`src/rtl/f_fetch_fd.sv`:
```
// -----------------------------------------------------------------------------
// f_fetch_fd
//
// Fetch stage plus F/D pipeline register of the five-stage MIPS pipeline.
//
// This block holds the architectural fetch PC and presents it to the external
// instruction memory. On every unstalled cycle it loads the next PC computed by
// the D-stage next-PC logic. The fetched word, its PC and an address-error flag
// are captured into the F/D register.
//
// An address error does not redirect the pipeline. The error is carried
// downstream as D_adel, together with a nop payload.
//
// Ports:
//   clk           pipeline clock; all state changes on the rising edge
//   reset         synchronous, active-high reset
//   stall         hazard-unit stall; freezes the PC and the F/D register
//   npc           next PC from the D-stage next-PC logic
//   i_inst_rdata  instruction word at i_inst_addr (combinational read)
//   i_inst_addr   instruction memory address (always equal to F_pc)
//   F_pc          current fetch PC
//   F_adel        fetch address error for F_pc (combinational)
//   D_pc          PC of the instruction held in F/D
//   D_instr       instruction held in F/D (nop when D_adel is set)
//   D_valid       F/D holds a fetched instruction, not a reset bubble
//   D_adel        address-error flag accompanying D_instr
// -----------------------------------------------------------------------------
module f_fetch_fd #(
    parameter logic [31:0] RESET_PC = 32'h0000_3000,
    parameter logic [31:0] IM_BASE  = 32'h0000_3000,
    parameter logic [31:0] IM_TOP   = 32'h0000_6FFC
) (
    input  logic        clk,
    input  logic        reset,
    input  logic        stall,
    input  logic [31:0] npc,
    input  logic [31:0] i_inst_rdata,
    output logic [31:0] i_inst_addr,
    output logic [31:0] F_pc,
    output logic        F_adel,
    output logic [31:0] D_pc,
    output logic [31:0] D_instr,
    output logic        D_valid,
    output logic        D_adel
);

    localparam logic [31:0] NOP = 32'h0000_0000;

    logic [31:0] pc_q,      pc_d;
    logic [31:0] d_pc_q,    d_pc_d;
    logic [31:0] d_instr_q, d_instr_d;
    logic        d_valid_q, d_valid_d;
    logic        d_adel_q,  d_adel_d;
    logic        f_adel;

    // Misaligned addresses, and addresses outside the instruction window, raise
    // an address error. The compares are unsigned, so a PC that wraps to 0
    // lands below IM_BASE and is flagged.
    assign f_adel = (pc_q[1:0] != 2'b00) | (pc_q < IM_BASE) | (pc_q > IM_TOP);

    always_comb begin
        // NOTE: every always_comb output gets a default first, so that no path
        // through the block leaves a signal unassigned and infers a latch.
        pc_d      = pc_q;
        d_pc_d    = d_pc_q;
        d_instr_d = d_instr_q;
        d_valid_d = d_valid_q;
        d_adel_d  = d_adel_q;

        // A stall keeps the defaults, so the PC and all F/D fields hold.
        // An illegal npc is loaded unchanged; no clamping is applied.
        if (!stall) begin
            pc_d      = npc;
            d_pc_d    = pc_q;
            d_instr_d = f_adel ? NOP : i_inst_rdata;
            d_valid_d = 1'b1;
            d_adel_d  = f_adel;
        end
    end

    always_ff @(posedge clk) begin
        // NOTE: state registers use non-blocking assignments, so every flop
        // samples the values from before the edge. Reset is synchronous and
        // takes priority over stall.
        if (reset) begin
            pc_q      <= RESET_PC;
            d_pc_q    <= 32'h0;
            d_instr_q <= NOP;
            d_valid_q <= 1'b0;
            d_adel_q  <= 1'b0;
        end else begin
            pc_q      <= pc_d;
            d_pc_q    <= d_pc_d;
            d_instr_q <= d_instr_d;
            d_valid_q <= d_valid_d;
            d_adel_q  <= d_adel_d;
        end
    end

    assign i_inst_addr = pc_q;
    assign F_pc        = pc_q;
    assign F_adel      = f_adel;
    assign D_pc        = d_pc_q;
    assign D_instr     = d_instr_q;
    assign D_valid     = d_valid_q;
    assign D_adel      = d_adel_q;

endmodule

```
`config.mk`:
```
export PLATFORM = sky130hd
export DESIGN_NAME = f_fetch_fd
export DESIGN_NICKNAME = d
export VERILOG_FILES = /design/src/rtl/f_fetch_fd.sv
export SDC_FILE = /design/constraint.sdc
export NUM_CORES = 1
export LEC_CHECK = 0
export CORE_MARGIN = 3
export CORE_UTILIZATION = 42
export DETAILED_ROUTE_END_ITERATION = 8
export GPL_TIMING_DRIVEN = 0
export PLACE_DENSITY = 0.78
export SYNTH_ARGS = -nofsm -noshare
export SYNTH_HDL_FRONTEND = slang
export SYNTH_SLANG_ARGS = --single-unit
```
`constraint.sdc`:
```
create_clock -name clk -period 1.6 [get_ports clk]
set_clock_uncertainty 0.15 [all_clocks]
set_input_delay 0.16 -clock clk [delete_from_list [all_inputs] [get_ports clk]]
set_output_delay 0.16 -clock clk [all_outputs]
set_load 0.01 [all_outputs]
```
==> results.sh, run 1 <==
export IMPL_cts_root_buf="clkbuf_8"
export IMPL_gr_total_overflow=0
export IMPL_worstHoldPathCells=3
export IMPL_core_area_um2=9910
export IMPL_ys_seq_elements=98
export IMPL_synth_top_area_cell="dfxtp_1"
export IMPL_rrSetupSlack_ns=-0.09
export IMPL_die_y_um=108
export IMPL_antenna_found_initial=0
export IMPL_avgSynthCellArea_um2=10.7
export IMPL_area_delta_synth_final_pct=58.5
export IMPL_crit_arrival_ns=1.71
export IMPL_cts_path_max_buffers=2
export IMPL_p_leak_nw=3.36
export IMPL_max_slew_worst_pin_slew_ns=0.711
export IMPL_cts_tree="built"
export IMPL_drt_iter0_markers=137
export IMPL_grt_first_pass_wirelength_um=20500
export IMPL_end_kind="output port"
export IMPL_worstSetupStartpointType="flop"
export IMPL_slew_headroom_pct=52.6
export IMPL_cts_made_buffers=9
export IMPL_initial_utilization_pct=43.7
export IMPL_vias=3784
export IMPL_synth_top_cells_by_area="dfxtp_1, mux2i_1, o32ai_2"
export IMPL_syn_num_nets=471
export IMPL_rows=36
export IMPL_fp_dieArea_um2=11600
export IMPL_timing_final_crit_share_pct=126
export IMPL_grt_util_met3_pct=4.68
export IMPL_cts_max_level=3
export IMPL_grt_pass1_vias=4001
export IMPL_cpPeakStageDelay_ns=0.36
export IMPL_yosys_area_top_type_share_pct=45.3
export IMPL_routabilityCongestion=0.791
export IMPL_totalWireLength_um=12900
export IMPL_via_per_inst=4.96
export IMPL_crit_path_cell_trace="nor4_4 > o211ai_4 > buf_8 > or2_1 > buf_2"
export IMPL_hold_end="D_instr[29]"
export IMPL_antenna_cells=0
export IMPL_setup_viol=30
export IMPL_setup_slack_ns=-0.416
export IMPL_layout_drive_gt1_share_pct=28.1
export IMPL_crit_slowest_cell="dfxtp_4"
export IMPL_hp_class="in -> reg"
export IMPL_clk_pin_slew_worst_paths_ns=0.10
export IMPL_use_met2_pct=38.1
export IMPL_failed_checks="setup timing"
export IMPL_r2r_end="D_instr[21]"
export IMPL_use_met1_pct=27.3
export IMPL_dp_slack_ns=-0.608
export IMPL_grtUsageTotal_pct=22.1
export IMPL_wl_per_cell_um=16.8
export IMPL_hold_ws_ns=0.129
export IMPL_synth_warnings=0
export IMPL_ant_nets=0
export IMPL_cp_required_ns=1.29
export IMPL_rsz0062_at_grt="yes"
export IMPL_drv_cap=0
export IMPL_dp_hpwl_um=9330
export IMPL_syn_area_um2=4330
export IMPL_slew_viol_final=0
export IMPL_max_freq_ghz=0.496
export IMPL_grt_max_degree=16
export IMPL_drc=0
export IMPL_grt_busiest_layer="met2"
export IMPL_nFillCells=803
export IMPL_min_from="reset"
export IMPL_power_w=0.00513
export IMPL_cts_sinks=98
export IMPL_ys_seq_area_share_pct=45.3
export IMPL_min_period_ns=2.02
export IMPL_syn_instance_count=404
export IMPL_critical_path_class="reg -> out"
export IMPL_ys_types=26
export IMPL_first_pass_iters=5
export IMPL_layout_nets=692
export IMPL_worstRegToRegCells=5
export IMPL_vdd_ir_drop_worst_uv=461
export IMPL_r2r_start="F_pc[18]"
export IMPL_die_w_um=108
export IMPL_ios=198
export IMPL_cellPowerDensity_nw_per_um2=747
export IMPL_io_buffers=195
export IMPL_hold_viol_final=0
export IMPL_clk_latency_ns=0.35
export IMPL_cp_max_fo=2
export IMPL_final_core_utilization_pct=69.3
export IMPL_run_status="finished with violations"
==> critical path: cells and delay by family (launching register included) <==
family                 cells  cell delay [ns]
buffers and inverters      2             0.28
AOI/OAI and AO/OA          1             0.15
DFF                        1             0.36
and+or+nand+nor            2             0.55
==> power breakdown <==
group | leakage, nW | switching [W] | internal (W) | total, W
Clock | 0.0786 | 0.000865 | 0.000608 | 0.00147
Sequential | 0.815 | 0.0000860 | 0.00252 | 0.00261
Combinational | 2.47 | 0.000472 | 0.000580 | 0.00105
Total | 3.36 | 0.00142 | 0.00371 | 0.00513
==> per-stage QoR <==
step                instances  area [µm²]  TNS [ns]
global placement          732        6450     -2.91
CTS                       763        6760     -2.91
floorplan                 404        4330         0
global route              763        6870     -5.50
finish                    763        6870     -2.28
detailed placement        732        6450     -3.24
==> layout by cell type (no fill, tap or decap), types with 3 or more instances in the layout <==
master	synthesis	layout
buf_2	10	11
or3b_2	30	30
mux2i_1	62	62
buf_6	7	5
dlygate4sd2_1	0	53
clkdlybuf4s50_1	0	102
clkbuf_8	0	10
nor2_1	62	62
buf_1	5	5
nand2_1	32	32
buf_4	32	47
dfxtp_4	0	18
clkinvlp_4	0	3
dlymetal6s2s_1	0	33
dfxtp_2	0	14
clkbuf_1	13	15
o32ai_1	3	3
clkdlybuf4s15_1	0	5
o32ai_2	29	28
nor4_4	2	4
dfxtp_1	98	66
==> synthesized netlist by cell type <==
library cell	n
dfxtp_1	98
mux2i_1	62
nor2_1	62
buf_4	32
nand2_1	32
or3b_2	30
o32ai_2	29
clkbuf_1	13
buf_2	10
buf_6	7
buf_1	5
o32ai_1	3
a211o_1	2
a21oi_1	2
inv_1	2
nor2b_1	2
nor4_2	2
nor4_4	2
or3b_1	2
a21boi_1	1
and3b_1	1
nand3_2	1
nor3_1	1
o211ai_4	1
o31a_2	1
or2_1	1
==> worst max-delay path by stage <==
stage / slack [ns] / to / start / cells past startpoint
floorplan: 0.002 / F_adel / F_pc[26] / 4
global placement: -0.60 / F_adel / F_pc[26] / 5
detailed placement: -0.61 / F_adel / F_pc[31] / 5
CTS: -0.44 / F_adel / F_pc[21] / 5
global route: -0.49 / F_adel / F_pc[26] / 5
finish: -0.42 / F_adel / F_pc[18] / 5
==> registers in the layout, summed over array words and instances (netlist names) <==
register / flops
D_adel: 1
D_instr: 32
D_pc: 32
D_valid: 1
F_pc: 32
==> logic make-up after synthesis <==
logic type             share of synthesized area (%)
AOI/OAI and AO/OA                               13.0
buffers and inverters                           10.2
DFF                                             45.3
muxes                                           14.3
and+or+nand+nor                                 17.1
==> timing repair <==
item,4_1_cts,5_1_grt
pin swaps,6,5
buffers inserted,14,1
setup endpoints to repair,98,72
resized for setup,116,41
endpoints found under the hold margin,2,0
hold buffers,1,0
==> per-layer routing <==
layer,vias up,wire [µm]
met4,0,190
met2,144,6450
li1,1814,-
met1,1811,5380
met5,-,0
met3,15,833
==> layout make-up <==
cell class                      instances  area (µm²)  share of cell area [%]
Buffer                                 67         444                    6.47
Clock buffer                           12         145                    2.11
Clock inverter                          4        27.5                   0.401
Inverter                                2        7.51                   0.109
Multi-Input combinational cell        237        1960                    28.5
Sequential cell                        98        2050                    29.8
Tap cell                              133         166                    2.42
Timing Repair Buffer                  210        2080                    30.2
No activity file was read; power rests on OpenSTA's default activity.
==> run 2, diff against run 1 <==
--- a/config.mk
+++ b/config.mk
@@ -5,8 +5,10 @@
 export SDC_FILE = /design/constraint.sdc
 export NUM_CORES = 1
 export LEC_CHECK = 0
+export CELL_PAD_IN_SITES_DETAIL_PLACEMENT = 1
+export CELL_PAD_IN_SITES_GLOBAL_PLACEMENT = 1
 export CORE_MARGIN = 3
-export CORE_UTILIZATION = 42
+export CORE_UTILIZATION = 31
 export DETAILED_ROUTE_END_ITERATION = 8
 export GPL_TIMING_DRIVEN = 0
 export PLACE_DENSITY = 0.78
==> run 2 against run 1 <==
  * The run still ends with setup timing left
  * Clock power up 58%
  * Final area up 4.9%
  * First-iteration DRC count up 0.73%
  * Sequential power about the same
  * Highest routed layer unchanged
==> results.sh, run 2 (synthesis gave the netlist of run 1 again) <==
export IMPL_run_status="finished with violations"
export IMPL_failed_checks="setup timing"
export IMPL_setup_slack_ns=-0.399
export IMPL_ios=198
export IMPL_drv_cap=0
export IMPL_layout_drive_gt1_share_pct=28.4
export IMPL_p_leak_nw=3.20
export IMPL_cts_max_level=3
export IMPL_core_area_um2=13500
export IMPL_cts_made_buffers=9
export IMPL_final_common_cell="clkdlybuf4s50_1"
export IMPL_drc=0
export IMPL_grt_max_degree=15
export IMPL_power_w=0.00610
export IMPL_vdd_ir_drop_worst_uv=343
export IMPL_die_y_um=124
export IMPL_startpoint="F_pc[23]"
export IMPL_via_per_inst=4.69
export IMPL_crit_end="F_adel"
export IMPL_layout_nets=695
export IMPL_r2r_start="F_pc[25]"
export IMPL_cellPowerDensity_nw_per_um2=846
export IMPL_vias=3796
export IMPL_grt_pass1_vias=4266
export IMPL_ant_nets=0
export IMPL_r2r_end="D_instr[19]"
export IMPL_rsz0062_at_grt="yes"
export IMPL_hold_ws_ns=0.180
export IMPL_max_slew_worst_pin_slew_ns=0.791
export IMPL_critical_path_class="reg -> out"
export IMPL_worstSetupStartpointType="flop"
export IMPL_layout_common_cells="clkdlybuf4s50_1, dfxtp_1, mux2i_1, nor2_1, dlygate4sd2_1"
export IMPL_slew_headroom_pct=47.2
export IMPL_area_delta_synth_final_pct=66.2
export IMPL_clk_latency_ns=0.34
export IMPL_die_w_um=124
export IMPL_cp_required_ns=1.29
export IMPL_min_period_ns=2.00
export IMPL_initial_utilization_pct=32.2
export IMPL_routabilityCongestion=0.745
export IMPL_antenna_found_initial=0
export IMPL_hold_viol_final=0
export IMPL_antenna_cells=0
export IMPL_setup_viol=34
export IMPL_cts_root_buf="clkbuf_16"
export IMPL_slew_viol_final=0
export IMPL_totalWireLength_um=14700
export IMPL_crit_arrival_ns=1.69
export IMPL_first_pass_iters=4
export IMPL_fp_dieArea_um2=15400
export IMPL_cts_sinks=98
export IMPL_rrSetupSlack_ns=-0.34
export IMPL_gr_total_overflow=0
export IMPL_grtUsageTotal_pct=18.9
export IMPL_io_buffers=195
export IMPL_clk_pin_slew_worst_paths_ns=0.07
export IMPL_worstRegToRegCells=8
export IMPL_cts_path_max_buffers=2
export IMPL_hp_class="in -> reg"
export IMPL_end_kind="output port"
export IMPL_grt_first_pass_wirelength_um=23700
export IMPL_max_freq_ghz=0.500
export IMPL_drt_iter0_markers=138
export IMPL_cts_tree="built"
export IMPL_wl_per_cell_um=18.1
export IMPL_dp_hpwl_um=10400
export IMPL_cp_max_fo=2
export IMPL_timing_final_crit_share_pct=125
export IMPL_rows=42
==> run 2: worst min path at each step <==
| stage | start | end | slack (ns) | depth (start not counted) |
|---|---|---|---|---|
| floorplan | npc[0] | F_pc[0] | 0.15 | 2 |
| detailed placement | D_valid | D_valid | 0.30 | 2 |
| CTS | reset | D_instr[29] | 0.19 | 3 |
| global route | reset | D_instr[29] | 0.20 | 3 |
| global placement | D_valid | D_valid | 0.29 | 2 |
| finish | reset | D_instr[29] | 0.18 | 3 |
==> run 2: metal layers <==
metal,GRT usage [%],wire length [µm],vias to the layer above
met5,0,0,-
li1,-,-,1821
met2,33.0,7470,124
met1,22.5,6080,1840
met3,5.84,937,11
met4,5.22,178,0
==> run 2: report_power, final <==
| part | total, W | switching [W] | internal, W |
|---|---|---|---|
| Sequential | 0.00261 | 0.0000927 | 0.00252 |
| Clock | 0.00232 | 0.000904 | 0.00142 |
| Combinational | 0.00116 | 0.000511 | 0.000653 |
==> run 2: per-stage QoR <==
step / setup slack, ns / cells / TNS (ns) / cell area [µm²] / utilization (%)
2_1_floorplan: 0.00237 / 404 / 0 / 4330 / -
3_3_place_gp: -0.631 / 775 / -3.54 / 6510 / 48.4
3_5_place_dp: -0.680 / 775 / -5.46 / 6510 / 48.4
4_1_cts: -0.427 / 807 / -6.44 / 7120 / 52.9
5_1_grt: -0.475 / 809 / -9.78 / 7200 / 53.6
6_report: -0.399 / 809 / -6.97 / 7200 / 53.6
==> run 2: final cells by class <==
| cell class | count | area [µm²] |
|---|---|---|
| fill | 1494 | 6250 |
| timing repair buffer | 213 | 2150 |
| sequential | 98 | 2050 |
| multi-input combinational | 237 | 2000 |
| buffer | 67 | 457 |
| clock buffer | 14 | 254 |
| tap | 176 | 220 |
| clock inverter | 2 | 60.1 |
| inverter | 2 | 7.51 |
==> run 2: what timing repair did <==
item                                    CTS  global route
resized for setup                       122            28
gates cloned                              2             0
endpoints found under the setup margin   98            54
pin swaps                                29             8
hold endpoints to repair                  2             0
buffers inserted                         14             6
hold buffers                              1             0
==> run 2: critical path: stages (launching register included) <==
cell      delay [ns]
dfxtp_4         0.36
nor4_4          0.33
o211ai_4        0.15
buf_8           0.15
or2_1           0.21
buf_2           0.14
